==> config.mk <==
export PLATFORM = sky130hd
export DESIGN_NAME = wavelet_db2_analysis
export DESIGN_NICKNAME = d
export VERILOG_FILES = /design/src/rtl/wavelet_db2_analysis.sv
export SDC_FILE = /design/constraint.sdc
export NUM_CORES = 2
export LEC_CHECK = 0
export ABC_AREA = 1
export BUFFER_PORTS_ARGS = -buffer_cell sky130_fd_sc_hd__buf_2
export CORE_UTILIZATION = 35
export CTS_BUF_LIST = sky130_fd_sc_hd__clkbuf_8
export DETAILED_ROUTE_END_ITERATION = 10
export PLACE_DENSITY = 0.5
export SETUP_SLACK_MARGIN = 0.05
export SYNTH_ARGS = -nofsm -noshare
export SYNTH_HDL_FRONTEND = slang
export SYNTH_SLANG_ARGS = --single-unit
==> constraint.sdc <==
create_clock -name clk -period 9.2 [get_ports clk]
set_input_delay 0.46 -clock clk [delete_from_list [all_inputs] [get_ports clk]]
set_output_delay 0.46 -clock clk [all_outputs]
set_load 0.01 [all_outputs]
==> src/rtl/wavelet_db2_analysis.sv <==
// Single-level Daubechies-2 (4-tap) analysis filter bank.
// Splits a signed ADC stream into approximation (low) and detail (high) bands at full input
// rate; the ÷2 downsamplers sit downstream. Pipeline: delay line -> products -> sums ->
// round/reduce/output, three registered stages after the capture edge.
// Build option: define WAVELET_DB2_SAT_EN to clamp results to the ADC range; otherwise
// results wrap (two's-complement truncation).
module wavelet_db2_analysis #(
  parameter int ADC_WIDTH  = 14,
  parameter int COEF_WIDTH = 16,
  parameter int H0         = 15826,
  parameter int H1         = 27411,
  parameter int H2         = 7345,
  parameter int H3         = -4240
) (
  input  logic                        clk,
  input  logic                        rst,
  input  logic signed [ADC_WIDTH-1:0] adc_data_in,
  input  logic                        adc_valid_in,
  output logic signed [ADC_WIDTH-1:0] low_data_out,
  output logic signed [ADC_WIDTH-1:0] high_data_out,
  output logic                        data_valid_out
);

  localparam int PW = ADC_WIDTH + COEF_WIDTH;  // product width
  localparam int SW = PW + 2;                  // 4-input sum width

  // Low-pass taps and their quadrature-mirror high-pass counterparts.
  localparam logic signed [COEF_WIDTH-1:0] C_H0 = COEF_WIDTH'(H0);
  localparam logic signed [COEF_WIDTH-1:0] C_H1 = COEF_WIDTH'(H1);
  localparam logic signed [COEF_WIDTH-1:0] C_H2 = COEF_WIDTH'(H2);
  localparam logic signed [COEF_WIDTH-1:0] C_H3 = COEF_WIDTH'(H3);
  localparam logic signed [COEF_WIDTH-1:0] C_G0 = COEF_WIDTH'(H3);
  localparam logic signed [COEF_WIDTH-1:0] C_G1 = COEF_WIDTH'(-H2);
  localparam logic signed [COEF_WIDTH-1:0] C_G2 = COEF_WIDTH'(H1);
  localparam logic signed [COEF_WIDTH-1:0] C_G3 = COEF_WIDTH'(-H0);

  // Half-LSB of the Q1.(COEF_WIDTH-1) result, added before the floor shift.
  localparam logic signed [SW-1:0] RND = SW'(1) << (COEF_WIDTH - 2);

  // Delay line and fill tracking
  logic signed [ADC_WIDTH-1:0] r_x [4];
  logic        [1:0]           r_fill;
  logic                        w_fill_done;
  logic        [2:0]           r_vpipe;

  // Tap constants as indexable arrays
  logic signed [COEF_WIDTH-1:0] w_ch [4];
  logic signed [COEF_WIDTH-1:0] w_cg [4];

  // Pipeline stages
  logic signed [PW-1:0]        r_plo [4];
  logic signed [PW-1:0]        r_phi [4];
  logic signed [SW-1:0]        r_sum_lo;
  logic signed [SW-1:0]        r_sum_hi;
  logic signed [SW-1:0]        w_rnd_lo;
  logic signed [SW-1:0]        w_rnd_hi;
  logic signed [SW-1:0]        w_shf_lo;
  logic signed [SW-1:0]        w_shf_hi;
  logic signed [ADC_WIDTH-1:0] w_red_lo;
  logic signed [ADC_WIDTH-1:0] w_red_hi;
  logic signed [ADC_WIDTH-1:0] r_low;
  logic signed [ADC_WIDTH-1:0] r_high;
  logic                        r_vout;

  function automatic logic signed [SW-1:0] sx(input logic signed [PW-1:0] p);
    return {{(SW - PW){p[PW-1]}}, p};
  endfunction

  // Constant tap tables
  always_comb begin
    w_ch[0] = C_H0;
    w_ch[1] = C_H1;
    w_ch[2] = C_H2;
    w_ch[3] = C_H3;
    w_cg[0] = C_G0;
    w_cg[1] = C_G1;
    w_cg[2] = C_G2;
    w_cg[3] = C_G3;
  end

  // A capture completes the window once three earlier samples are already held.
  assign w_fill_done = adc_valid_in && (r_fill == 2'd3);

  // Delay line: shift in a new sample on each captured edge, hold otherwise
  always_ff @(posedge clk or posedge rst) begin
    if (rst) begin
      for (int i = 0; i < 4; i++) r_x[i] <= '0;
    end else if (adc_valid_in) begin
      r_x[0] <= adc_data_in;
      for (int i = 1; i < 4; i++) r_x[i] <= r_x[i-1];
    end
  end

  // Saturating fill counter: suppresses strobes until the window holds real samples
  always_ff @(posedge clk or posedge rst) begin
    if (rst) begin
      r_fill <= 2'd0;
    end else if (adc_valid_in && (r_fill != 2'd3)) begin
      r_fill <= r_fill + 2'd1;
    end
  end

  // Valid pipe tracks each full window through the product and sum stages
  always_ff @(posedge clk or posedge rst) begin
    if (rst) begin
      r_vpipe <= 3'b000;
    end else begin
      r_vpipe <= {r_vpipe[1:0], w_fill_done};
    end
  end

  // S1: eight signed products, free-running
  always_ff @(posedge clk or posedge rst) begin
    if (rst) begin
      for (int i = 0; i < 4; i++) begin
        r_plo[i] <= '0;
        r_phi[i] <= '0;
      end
    end else begin
      for (int i = 0; i < 4; i++) begin
        r_plo[i] <= r_x[i] * w_ch[i];
        r_phi[i] <= r_x[i] * w_cg[i];
      end
    end
  end

  // S2: per-band 4-input sums with two guard bits
  always_ff @(posedge clk or posedge rst) begin
    if (rst) begin
      r_sum_lo <= '0;
      r_sum_hi <= '0;
    end else begin
      r_sum_lo <= sx(r_plo[0]) + sx(r_plo[1]) + sx(r_plo[2]) + sx(r_plo[3]);
      r_sum_hi <= sx(r_phi[0]) + sx(r_phi[1]) + sx(r_phi[2]) + sx(r_phi[3]);
    end
  end

  // S3 combinational part: round half-up, then drop the fractional bits
  always_comb begin
    w_rnd_lo = r_sum_lo + RND;
    w_rnd_hi = r_sum_hi + RND;
    w_shf_lo = w_rnd_lo >>> (COEF_WIDTH - 1);
    w_shf_hi = w_rnd_hi >>> (COEF_WIDTH - 1);
  end

`ifdef WAVELET_DB2_SAT_EN
  localparam logic signed [SW-1:0] LIM_MAX = SW'((2 ** (ADC_WIDTH - 1)) - 1);
  localparam logic signed [SW-1:0] LIM_MIN = SW'(-(2 ** (ADC_WIDTH - 1)));
  localparam logic signed [ADC_WIDTH-1:0] OUT_MAX = {1'b0, {(ADC_WIDTH - 1){1'b1}}};
  localparam logic signed [ADC_WIDTH-1:0] OUT_MIN = {1'b1, {(ADC_WIDTH - 1){1'b0}}};

  // Clamp to the ADC range; low-band DC gain of ~1.414 can exceed it
  always_comb begin
    w_red_lo = w_shf_lo[ADC_WIDTH-1:0];
    w_red_hi = w_shf_hi[ADC_WIDTH-1:0];
    if (w_shf_lo > LIM_MAX) begin
      w_red_lo = OUT_MAX;
    end else if (w_shf_lo < LIM_MIN) begin
      w_red_lo = OUT_MIN;
    end
    if (w_shf_hi > LIM_MAX) begin
      w_red_hi = OUT_MAX;
    end else if (w_shf_hi < LIM_MIN) begin
      w_red_hi = OUT_MIN;
    end
  end
`else
  logic w_unused;

  // Wrap: keep only the low ADC_WIDTH bits
  always_comb begin
    w_red_lo = w_shf_lo[ADC_WIDTH-1:0];
    w_red_hi = w_shf_hi[ADC_WIDTH-1:0];
    w_unused = ^{w_shf_lo[SW-1:ADC_WIDTH], w_shf_hi[SW-1:ADC_WIDTH]};
  end
`endif

  // S3 register: load only for a full window so outputs hold across gaps and fill
  always_ff @(posedge clk or posedge rst) begin
    if (rst) begin
      r_low  <= '0;
      r_high <= '0;
      r_vout <= 1'b0;
    end else begin
      r_vout <= r_vpipe[2];
      if (r_vpipe[2]) begin
        r_low  <= w_red_lo;
        r_high <= w_red_hi;
      end
    end
  end

  assign low_data_out   = r_low;
  assign high_data_out  = r_high;
  assign data_valid_out = r_vout;

endmodule

# After elaboration in Yosys (flattened, before gate mapping)
# Index checks and enable logic that the tools add are counted.
# op_classes
addsub	9
mul	8
n_eq_ne	2
reduce_logical	2
# op_table
operator	count
$mul 14x14->28 const B	4
$add 29x29->29	3
$add 29x16->29 const B	2
$add 29x28->29	2
$mul 14x16->29 const B	2
$mul 14x10->24 const B	2
$add 28x28->29	1
$add 2x1->2 const B	1
$eq 2x2->1 const B	1
$logic_and 1x1->1	2
$ne 2x2->1 const B	1
# word_totals
ff_bits	366
input_bits	17
word_cells	40

# Logic depth before layout (Yosys ltp)
# logic_depth
depth_word	3
depth_mapped	23
mapped_depth_nobuf	23

# Least setup slack after synthesis
# Ideal clock, no wire load.
# synth_timing
path_kind	register -> register
start	register r_x[41] (netlist name)
end	register r_phi[81] (netlist name)
setup_time_ps	117
t_arrival_ps	5336
required_time_ps	9083
slack_ps	3747
path_stages_with_launch	21
path_buffers	0
synth_period_minus_slack_ps	5453
cell_sequence	dfrtp_1 > inv_1 > fa_1 > inv_1 > ha_1 > or2_2 > fa_1 > fa_1 > fa_1 > inv_1 > fa_1 > inv_1 > ha_1 > a21oi_1 > inv_1 > a21oi_1 > nor2_1 > nor2_1 > nand3_1 > nand2_1 > nand2_1
# synth_via
elab_chain_len	1
# synth_lines
item	line	text
from (decl)	41	logic signed [ADC_WIDTH-1:0] r_x [4];
$mul 14x14->28	122	r_phi[i] <= r_x[i] * w_cg[i];
to (signal, indexed assignment)	122	
to (decl)	52	logic signed [PW-1:0] r_phi [4];
# No other way between the ends.
# A chain may end at the register's enable or synchronous reset.

# Final worst setup path
# layout_timing
start	register r_x[54] (netlist name)
end	register r_plo[115] (netlist name)
# layout_via
elab_chain_len	1
# layout_lines
item	line	text
$mul 14x14->28	121	r_plo[i] <= r_x[i] * w_ch[i];
to (signal, indexed assignment)	121	
to (decl)	51	logic signed [PW-1:0] r_plo [4];
# No other way between the ends.

==> key figures <==
STA
  • Setup TNS: 0 ns
  • Fmax: 172 MHz
  • Final Hold Viols: 0
  • Final period util: 0.632
  • Fin. max-slew vios: 0
  • Setup violations, final: 0
  • Shortest period the worst path allows: 5.81 ns
  • Worst-margin pin slew: 0.893 ns
  • Unrepaired setup endpoints after global routing: no
  • Worst rel slew slack: 0.405
  • Setup skew after layout: 0.0589 ns

Synth
  • Syn Std Cell Area: 48,900 µm²
  • Simple-gate share of the synthesized area: 0.151
  • Combinational family with the most area after synthesis: adder cells
  • Synth Area in Compound Gates: 0.0610
  • Warnings from Yosys: 0
  • Post-Synth Adder-Cell Area: 0.471
  • Post-synth top area share: 0.266
  • Post-synth EDFFs: 0
  • Register area share after synthesis: 0.170
  • Post-synth top flop: dfrtp_1
  • Post-synth ARST share: 1.00
  • Syn Nets: 7,200
  • Distinct cells, synth: 44
  • Area contributors post-synth: fa_1 27%, ha_1 20%, dfrtp_1 17%
  • Avg Cell Area, Syn: 8.54 µm²
  • Post-Synthesis Cells: 5,731
  • Post-synthesis xor/xnor area fraction: 0.0336
  • Synth area leader: fa_1
  • Mux cell area share after synthesis: 0.000690
  • Seq cells post-synth: 332

Route
  • DRT iter0 DRCs: 2,263
  • Vias/cell: 4.78
  • Via count: 37.2k
  • WL final: 151,000 µm
  • Remaining DRCs: 0
  • Wire length per cell: 19.4 µm
  • Drt pass-1 iters: 7
  • ANT nets after route: 0

Clock network
  • Post-CTS setup buffers: 0
  • Number of H-tree levels: 3
  • Total CTS buffers: 71
  • Max clock buf depth: 3
  • CTS tree: done
  • Clock Sinks: 332
  • Worst-path clk slew: 0.06 ns
  • Clk root buf: clkbuf_8
  • Hold Buf Count CTS: 14
  • CTS resizes: 0
  • Clock latency at the later pin of the worst-skew pair: 0.78 ns

GRT
  • GRT Util Overall: 0.220
  • Largest net degree at the start of global routing: 140
  • Number of global-route vias before repair: 39.2k
  • GR Overflow Total: 0
  • First-pass GRT wire length: 234,000 µm
  • Initial antenna violation count: 5

Hold path
  • Worst hold path type: in -> reg
  • Hold Crit Start: adc_data_in[3]
  • Hold path depth: 3
  • Hold Crit Endpoint: r_x[45]$_DFFE_PP0P_

Final layout
  • Layout filler cell count: 14.4k
  • Share of layout cells above drive strength 1: 0.0436
  • Commonest non-fill, non-tap cell in the layout: inv_1
  • Commonest non-fill, non-tap cells in the layout: 1,456 x inv_1, 963 x nand2_1, 801 x ha_1
  • # nets final: 7,326
  • Area growth syn-to-layout: 9.23%

Floorplan
  • I/O pin cnt: 46
  • Core Region: 138,000 µm²
  • Die width: 376 µm
  • Starting density of the core: 0.354
  • Row count: 136
  • Die Area: 141,000 µm²
  • Die Y: 376 µm

Placement
  • Number of port buffers: 45
  • Final HPWL DP: 131,000 µm
  • Final RePlAce weighted congestion: 0.929

Critical path
  • Critical path class: reg -> reg
  • Worst Setup Start Kind: register
  • Reg2reg start: r_x[54]$_DFFE_PP0P_
  • Worst Setup End Kind: register
  • Critical R2R Capture: r_plo[115]$_DFF_PP0_
  • R2R Setup Slk: 3.39 ns
  • CP arrival: 6.51 ns
  • WP data required: 9.90 ns
  • R2r worst-path depth: 20
  • Max FO, Critical Path: 11

Run
  • Max-Cap Viols: 0

Status
  • Outcome: completed
[layer usage]
| layer | track usage | share of wire | vias to the layer above | wire length (µm) |
|---|---|---|---|---|
| li1 | - | - | 17973 | - |
| met4 | 0.0568 | 0.026 | 0 | 3950 |
| met5 | 0 | 0 | - | 0 |
| met1 | 0.301 | 0.46 | 18395 | 69900 |
| met2 | 0.363 | 0.47 | 629 | 70900 |
| met3 | 0.0299 | 0.041 | 157 | 6130 |
[stage by stage]
step                setup WS [ns]  utilization  hold WS (ns)  cell area (µm²)  std cells
CTS                          3.38        0.387        0.0258            53500       7775
global route                 3.08        0.387        0.0430            53500       7776
floorplan                    3.75            -         0.331            48900       5731
detailed placement           3.37        0.373         0.339            51500       7633
global placement             3.43        0.373         0.335            51500       7633
finish                       3.39        0.387        0.0883            53500       7778
[sequential cells by signal, indices dropped and copies added (netlist names)]
signal / flops
r_phi: 109
r_sum_lo: 15
low_data_out: 14
r_x: 56
r_sum_hi: 15
r_vpipe: 3
r_fill: 2
r_plo: 103
data_valid_out: 1
high_data_out: 14
[cell type report]
class / instances / area [µm²] / share of cell area
multi-input combinational: 3930 / 35100 / 0.657
sequential: 332 / 8310 / 0.155
inverter: 1448 / 5440 / 0.102
tap: 1863 / 2330 / 0.0436
clock buffer: 90 / 1240 / 0.0232
clock inverter: 38 / 526 / 0.00983
timing repair buffer: 74 / 493 / 0.00922
antenna: 3 / 7.51 / 0.000140
[synthesized netlist by cell type, drive strengths merged (9+ instances only)]
master,n
a21o,18
a21oi,271
and2,9
buf,9
clkbuf,12
dfrtp,332
fa,651
ha,801
inv,1447
nand2,984
nand3,217
nand4,112
nor2,337
nor3,46
o21ai,222
o21bai,29
or2,10
xnor2,61
xor2,127
[cell families (layout without fill, tap and decap cells)]
kind of cell / Yosys count / in the layout
AND/OR/NAND/NOR: 1728 / 1728
buffers and inverters: 1469 / 1650
adder cells (fa/ha/maj): 1452 / 1452
AO/OA/AOI/OAI: 559 / 559
flip-flops: 332 / 332
XOR/XNOR: 188 / 188
multiplexers: 3 / 3
other: 0 / 3
[critical path: stages, from the launching register on]
cell	delay, ns
dfrtp_1	0.71
inv_1	0.32
ha_1	0.44
xor2_1	0.24
fa_1	0.57
inv_1	0.06
fa_1	0.54
fa_1	0.43
fa_1	0.49
inv_1	0.05
fa_1	0.47
inv_1	0.04
ha_1	0.35
nand2_1	0.09
inv_1	0.08
nand2_1	0.09
nor3_1	0.29
nand4_1	0.21
nand3_1	0.14
nand2_1	0.06
nand2_1	0.08
[worst max-delay path by stage]
stage / startpoint / to / slack, ns / cells after the start
4_1_cts: r_x[54]$_DFFE_PP0P_ / r_plo[115]$_DFF_PP0_ / 3.38 / 19
3_5_place_dp: r_x[54]$_DFFE_PP0P_ / r_plo[115]$_DFF_PP0_ / 3.37 / 19
2_1_floorplan: r_x[41]$_DFFE_PP0P_ / r_phi[81]$_DFF_PP0_ / 3.75 / 20
6_report: r_x[54]$_DFFE_PP0P_ / r_plo[115]$_DFF_PP0_ / 3.39 / 20
5_1_grt: r_x[54]$_DFFE_PP0P_ / r_plo[115]$_DFF_PP0_ / 3.08 / 20
3_3_place_gp: r_x[54]$_DFFE_PP0P_ / r_plo[115]$_DFF_PP0_ / 3.43 / 19
Power is not shown: default switching activity piles up to over one toggle a cycle in this logic, so the estimate is an artifact.
